**config.mk**
```make
export PLATFORM = sky130hd
export DESIGN_NAME = pc_nzp_unit
export DESIGN_NICKNAME = d
export VERILOG_FILES = /design/src/rtl/pc_nzp_unit.sv
export SDC_FILE = /design/constraint.sdc
export NUM_CORES = 1
export LEC_CHECK = 0
export ABC_AREA = 1
export BUFFER_PORTS_ARGS = -buffer_cell sky130_fd_sc_hd__buf_4
export CAP_MARGIN = 20
export CORE_UTILIZATION = 46
export CTS_BUF_LIST = sky130_fd_sc_hd__clkbuf_16
export CTS_CLUSTER_SIZE = 8
export DETAILED_ROUTE_END_ITERATION = 8
export HOLD_SLACK_MARGIN = 0.15
export PLACE_DENSITY = 0.84
export SKIP_CTS_REPAIR_TIMING = 1
export SKIP_LAST_GASP = 1
export SYNTH_ARGS = -nofsm -noshare
export SYNTH_HDL_FRONTEND = slang
export SYNTH_SLANG_ARGS = --single-unit
```
**constraint.sdc**
```tcl
create_clock -name clk -period 2.9 [get_ports clk]
set_input_delay 0.58 -clock clk [delete_from_list [all_inputs] [get_ports clk]]
set_output_delay 0.58 -clock clk [all_outputs]
set_load 0.01 [all_outputs]
```
**src/rtl/pc_nzp_unit.sv**
```systemverilog
// pc_nzp_unit: per-thread next-PC and NZP flag unit.
// Computes the branch/fall-through PC, stores CMP flags, and latches RET.
//
// Ports:
//   clk, reset               clock and async active-high reset
//   enable                   thread active; low freezes all state
//   core_state               core phase (EXECUTE and UPDATE act here)
//   current_pc               PC of the instruction in flight
//   decoded_nzp              BR condition mask (N,Z,P)
//   decoded_immediate        BR target
//   decoded_pc_mux           instruction is BR
//   decoded_nzp_write_enable instruction is CMP
//   decoded_ret              instruction is RET
//   alu_out                  ALU result, [2:0] carries CMP flags
//   next_pc                  registered next PC
//   nzp_out                  registered flags (N,Z,P)
//   branch_taken             last EXECUTE redirected the PC
//   thread_done              sticky RET flag, cleared only by reset
module pc_nzp_unit #(
   parameter int PC_WIDTH = 8
) (
   input  logic                clk,
   input  logic                reset,
   input  logic                enable,
   input  logic [2:0]          core_state,
   input  logic [PC_WIDTH-1:0] current_pc,
   input  logic [2:0]          decoded_nzp,
   input  logic [PC_WIDTH-1:0] decoded_immediate,
   input  logic                decoded_pc_mux,
   input  logic                decoded_nzp_write_enable,
   input  logic                decoded_ret,
   input  logic [7:0]          alu_out,
   output logic [PC_WIDTH-1:0] next_pc,
   output logic [2:0]          nzp_out,
   output logic                branch_taken,
   output logic                thread_done
);

   typedef enum logic [2:0] {
      ST_IDLE    = 3'b000,
      ST_FETCH   = 3'b001,
      ST_DECODE  = 3'b010,
      ST_REQUEST = 3'b011,
      ST_WAIT    = 3'b100,
      ST_EXECUTE = 3'b101,
      ST_UPDATE  = 3'b110,
      ST_DONE    = 3'b111
   } core_state_t;

   localparam logic [PC_WIDTH-1:0] PC_ONE = PC_WIDTH'(1);

   logic                active;
   logic                in_exec;
   logic                in_update;
   logic                match;
   logic                take_branch;
   logic [PC_WIDTH-1:0] pc_plus_one;

   // Only the flag bits of the ALU result matter here.
   logic unused_alu;
   assign unused_alu = ^alu_out[7:3];

   // A finished thread behaves exactly like a disabled one.
   assign active    = enable & ~thread_done;
   assign in_exec   = (core_state == ST_EXECUTE);
   assign in_update = (core_state == ST_UPDATE);

   // Flags come from the register only, so a CMP is seen by the
   // following instruction, never by the one in flight.
   assign match       = |(nzp_out & decoded_nzp);
   assign take_branch = decoded_pc_mux & match;

   // Natural wrap from all-ones to zero.
   assign pc_plus_one = current_pc + PC_ONE;

   always_ff @(posedge clk or posedge reset) begin
      if (reset) begin
         next_pc      <= '0;
         nzp_out      <= 3'b000;
         branch_taken <= 1'b0;
         thread_done  <= 1'b0;
      end else if (active) begin
         if (in_exec) begin
            // RET wins over BR; the PC is left where it was.
            if (decoded_ret) begin
               thread_done  <= 1'b1;
               branch_taken <= 1'b0;
            end else if (take_branch) begin
               next_pc      <= decoded_immediate;
               branch_taken <= 1'b1;
            end else begin
               next_pc      <= pc_plus_one;
               branch_taken <= 1'b0;
            end
         end
         if (in_update && decoded_nzp_write_enable) begin
            nzp_out <= alu_out[2:0];
         end
      end
   end

endmodule
```
=== Word level (Yosys, flattened, before mapping) ===
Index checks and enable logic that the tools add are counted.

* Output and inout port bits: 13
* Register bits: 13

* Mux-type cells: 3
* Reduce and logical (&&, ||, !) cells: 6
* Bitwise gates (word level): 5
* Eq/ne operators: 2
* Add/subtract/negate cells: 1

{| class="wikitable"
|+ Operator list
! operator !! count
|-
| $add A8 B1 Y8 const B || 1
|-
| $mux W8 || 1
|-
| $eq A3 B3 Y1 const B || 2
|-
| $reduce_and A3 Y1 || 2
|-
| $reduce_and A2 Y1 || 2
|-
| $and A3 B3 Y3 || 1
|-
| $reduce_or A3 Y1 || 1
|-
| $and A1 B1 Y1 || 2
|-
| $mux W1 || 2
|-
| $not A1 Y1 || 2
|-
| $logic_and A1 B1 Y1 || 1
|}

=== Depth between registers and ports, before layout ===
* Depth after elaboration: 5
* Gate-level depth with buffers: 7

=== Worst setup path after synthesis ===
Ideal clock, no wire load.

* Path kind: input -> register
* From: input port current_pc[0]
* To: register next_pc[6]
* Arrival time: 1168 ps
* Stages: 6
* Buffers on the path: 0
* Data required time: 2775 ps
* Setup slack: 1607 ps
* Path through: ha_1 nand3_1 o21ai_0 nand2_1 nand2_1 nand3_1

* Cells in the longest elaborated chain, start to end: 2

{| class="wikitable"
|+ Ends and longest elaborated chain
! element !! line !! RTL
|-
| start: declaration || 26 || <nowiki>input logic [PC_WIDTH-1:0] current_pc,</nowiki>
|-
| $add A8 B1 Y8 || 74 || <nowiki>assign pc_plus_one = current_pc + PC_ONE;</nowiki>
|-
| $mux W8 || 88 || <nowiki>end else if (take_branch) begin</nowiki>
|-
| end signal: assignment || 89 || <nowiki>next_pc <= decoded_immediate;</nowiki>
|-
| end signal: assignment || 92 || <nowiki>next_pc <= pc_plus_one;</nowiki>
|-
| end: declaration || 33 || <nowiki>output logic [PC_WIDTH-1:0] next_pc,</nowiki>
|}

No other way between the ends.
A chain may end at the register's enable or synchronous reset.

=== Final worst setup path ===
* From: register nzp_out[2]
* To: output port nzp_out[2]

{| class="wikitable"
|+ RTL lines
! element !! line !! RTL
|-
| start: declaration || 34 || <nowiki>output logic [2:0] nzp_out,</nowiki>
|-
| start signal: assignment || 97 || <nowiki>nzp_out <= alu_out[2:0];</nowiki>
|}

No word-level cell between the ends.

==> metrics.txt <==
RR Endpoint next_pc[6]; initial antenna violation count 0; Root Buffer clkbuf_16; outcome finished clean; row cnt 15; fin nets 206; CTS H-tree lvls 1; core area ~1700 um^2; Layout area overhead 51.0%; drt initial violations 11; Setup-failing EPs final 0; die area 2000 um^2; routed vias around 930; register area share after synthesis 38.7%; leak pwr 0.747 nW; class of the worst hold path in -> async; switch share between 20% and 30%; family with the most delay on the worst path flip-flops; most common library cells after synthesis nand2_1, inv_1, nand3_1, dfrtp_1, o21ai_0; net count after synthesis between 150 and 200; most area-consuming cells after synthesis dfrtp_1, nand2_1, nand3_1, inv_1, o21ai_0; Tmin final between 1 and 1.5 ns; Syn Inst Count around 120; RR Startpoint thread_done; Worst-Skew Late Latency around 0.24 ns; worst path required time around 2.3 ns; sequential power share a little over a third; crit path cell chain buf_4; Worst setup EP type output port; Final Skew roughly 0.0015 ns; wire per inst about 10 um; fin. max-slew vios 0; Buf/Inv on CP 1; TritonCTS buffer count 3; overall power 0.503 mW; Worst R2R Setup Slack roughly 1.7 ns; critical path type reg -> out; clk buf depth 2; initial core utilization between 40% and 50%; Sink Count 13; #FFs+latches synth 13; Final Hold Violating Endpoints 0; Worst setup SP type register; Die W roughly 45 um; Rel. slew slack about two thirds; Worst Reg-to-Reg Cells 6; CP max stage delay 0.39 ns; post-place setup slack between 1 and 1.5 ns; Layout Utilization between 70% and 80%; proportion of power drawn by combinational gates a little over an eighth; Tightest Pin Transition roughly 0.50 ns; TNS Setup 0 ns; slowest CP cell dfrtp_1; fraction of the cycle the final worst path needs 47.0%; cell with the most instances after synthesis nand2_1; RSZ-0062 raised after global routing no; VDD IR max ~0.24 mV; Remaining DRCs 0; Fmax 734 MHz; top-area cell type share of the netlist area roughly two fifths; Yosys top cell by area dfrtp_1; total global-route track usage 21.9%; Synth Flop Type dfrtp_1; post-DP HPWL 1.60 mm; Antenna diodes 0; Max Cap Viol 0; DRT antenna net count 0; layout cell share with drive strength beyond 1 between 30% and 40%; Netlist Area Pre-Place approximately 840 um^2; largest net degree at the start of global routing 14; post-route setup slack roughly 1.5 ns; GRT overflow 0; Switch Pwr between 0.1 and 0.15 mW; vias in the first global route 795; ys async rst share 100%; clock slew at reported path FFs around 0.040 ns; DR vias/cell between 4 and 5; internal power 0.400 mW; power share of the clock group between 50 and 60%; global-route wire length before repair roughly 3.2 mm; number of distinct library cells after synthesis 16; Power Density ~400 nW/um^2; number of flops mapped to enable cells by yosys 0; I/O Pins 49; Syn Area/Cell 6.88 um^2; drt total wl 1.99 mm; critical path peak fanout 3; Final Wtd Congestion 0.772; crit path DAT ~0.78 ns; IO Port Bufs 43; CTS tree yes; Pre-Repair DR Iteration Count 4; die height ~45 um; Synth warnings 0
==> stage by stage <==
step / hold slack [ns] / instances / instance area, um^2
final: 0.366 / 193 / 1270
after global routing: 0.412 / 193 / 1270
after CTS: 0.385 / 193 / 1270
after detailed placement: 0.474 / 189 / 1190
after global placement: 0.464 / 189 / 1190
after floorplan: 0.457 / 122 / 840
==> placed cells by master, fill, tap and decap left out, drive strengths merged <==
cell type / Yosys / final
buf: 0 / 43
clkbuf: 1 / 3
dfrtp: 13 / 13
ha: 1 / 1
inv: 19 / 20
nand2: 49 / 49
nand3: 18 / 18
nand3b: 4 / 4
nand4: 3 / 3
nor2: 6 / 6
o21ai: 7 / 7
xnor2: 1 / 1
==> logic make-up after synthesis <==
logic type,Yosys count,share of synthesized area (%)
flip-flops,13,38.7
buffers and inverters,20,9.09
AO/OA/AOI/OAI,7,4.62
XOR/XNOR,1,1.04
AND/OR/NAND/NOR,80,45.0
adder cells (fa/ha/maj),1,1.49
==> power groups by stage <==
stage	logic [mW]	registers [mW]	clock network, mW
after detailed placement	0.0658	0.185	0
after floorplan	0.0259	0.186	0
final	0.0656	0.183	0.254
after global routing	0.0730	0.183	0.267
after global placement	0.0643	0.185	0
after CTS	0.0663	0.183	0.257
==> flip-flops by register name, summed over array words and instances, names as in the netlist <==
name / flops
branch_taken: 1
next_pc: 8
nzp_out: 3
thread_done: 1
==> how the worst max path moves through the flow <==
| stage | from | endpoint | slack [ns] | depth (start not counted) |
|---|---|---|---|---|
| after floorplan | current_pc[0] | next_pc[6] | 1.61 | 6 |
| after global placement | core_state[1] | next_pc[6] | 1.39 | 7 |
| after detailed placement | core_state[1] | next_pc[6] | 1.35 | 7 |
| after CTS | nzp_out[0] | nzp_out[0] | 1.54 | 1 |
| after global routing | core_state[1] | next_pc[6] | 1.51 | 7 |
| final | nzp_out[2] | nzp_out[2] | 1.54 | 1 |
==> final cells by class <==
| type | count | area (um^2) |
|---|---|---|
| fill | 140 | 459 |
| multi-input combinational | 89 | 438 |
| sequential | 13 | 325 |
| timing repair buffer | 43 | 323 |
| clock buffer | 3 | 75.1 |
| inverter | 19 | 71.3 |
| tap | 25 | 31.3 |
| clock inverter | 1 | 3.75 |
==> layer usage <==
metal	GRT usage (%)	share of wire, %
met1	26.2	41
met2	39.1	50
met5	0	0
met4	7.27	1.1
met3	4.40	7.1
==> worst reg2reg max path: cells and delay by family (launching register included) <==
| family | cells | cell delay, ns |
|---|---|---|
| buffers and inverters | 2 | 0.21 |
| flip-flops | 1 | 0.38 |
| AND/OR/NAND/NOR | 4 | 0.50 |
Power figures use the tool's default switching activity.
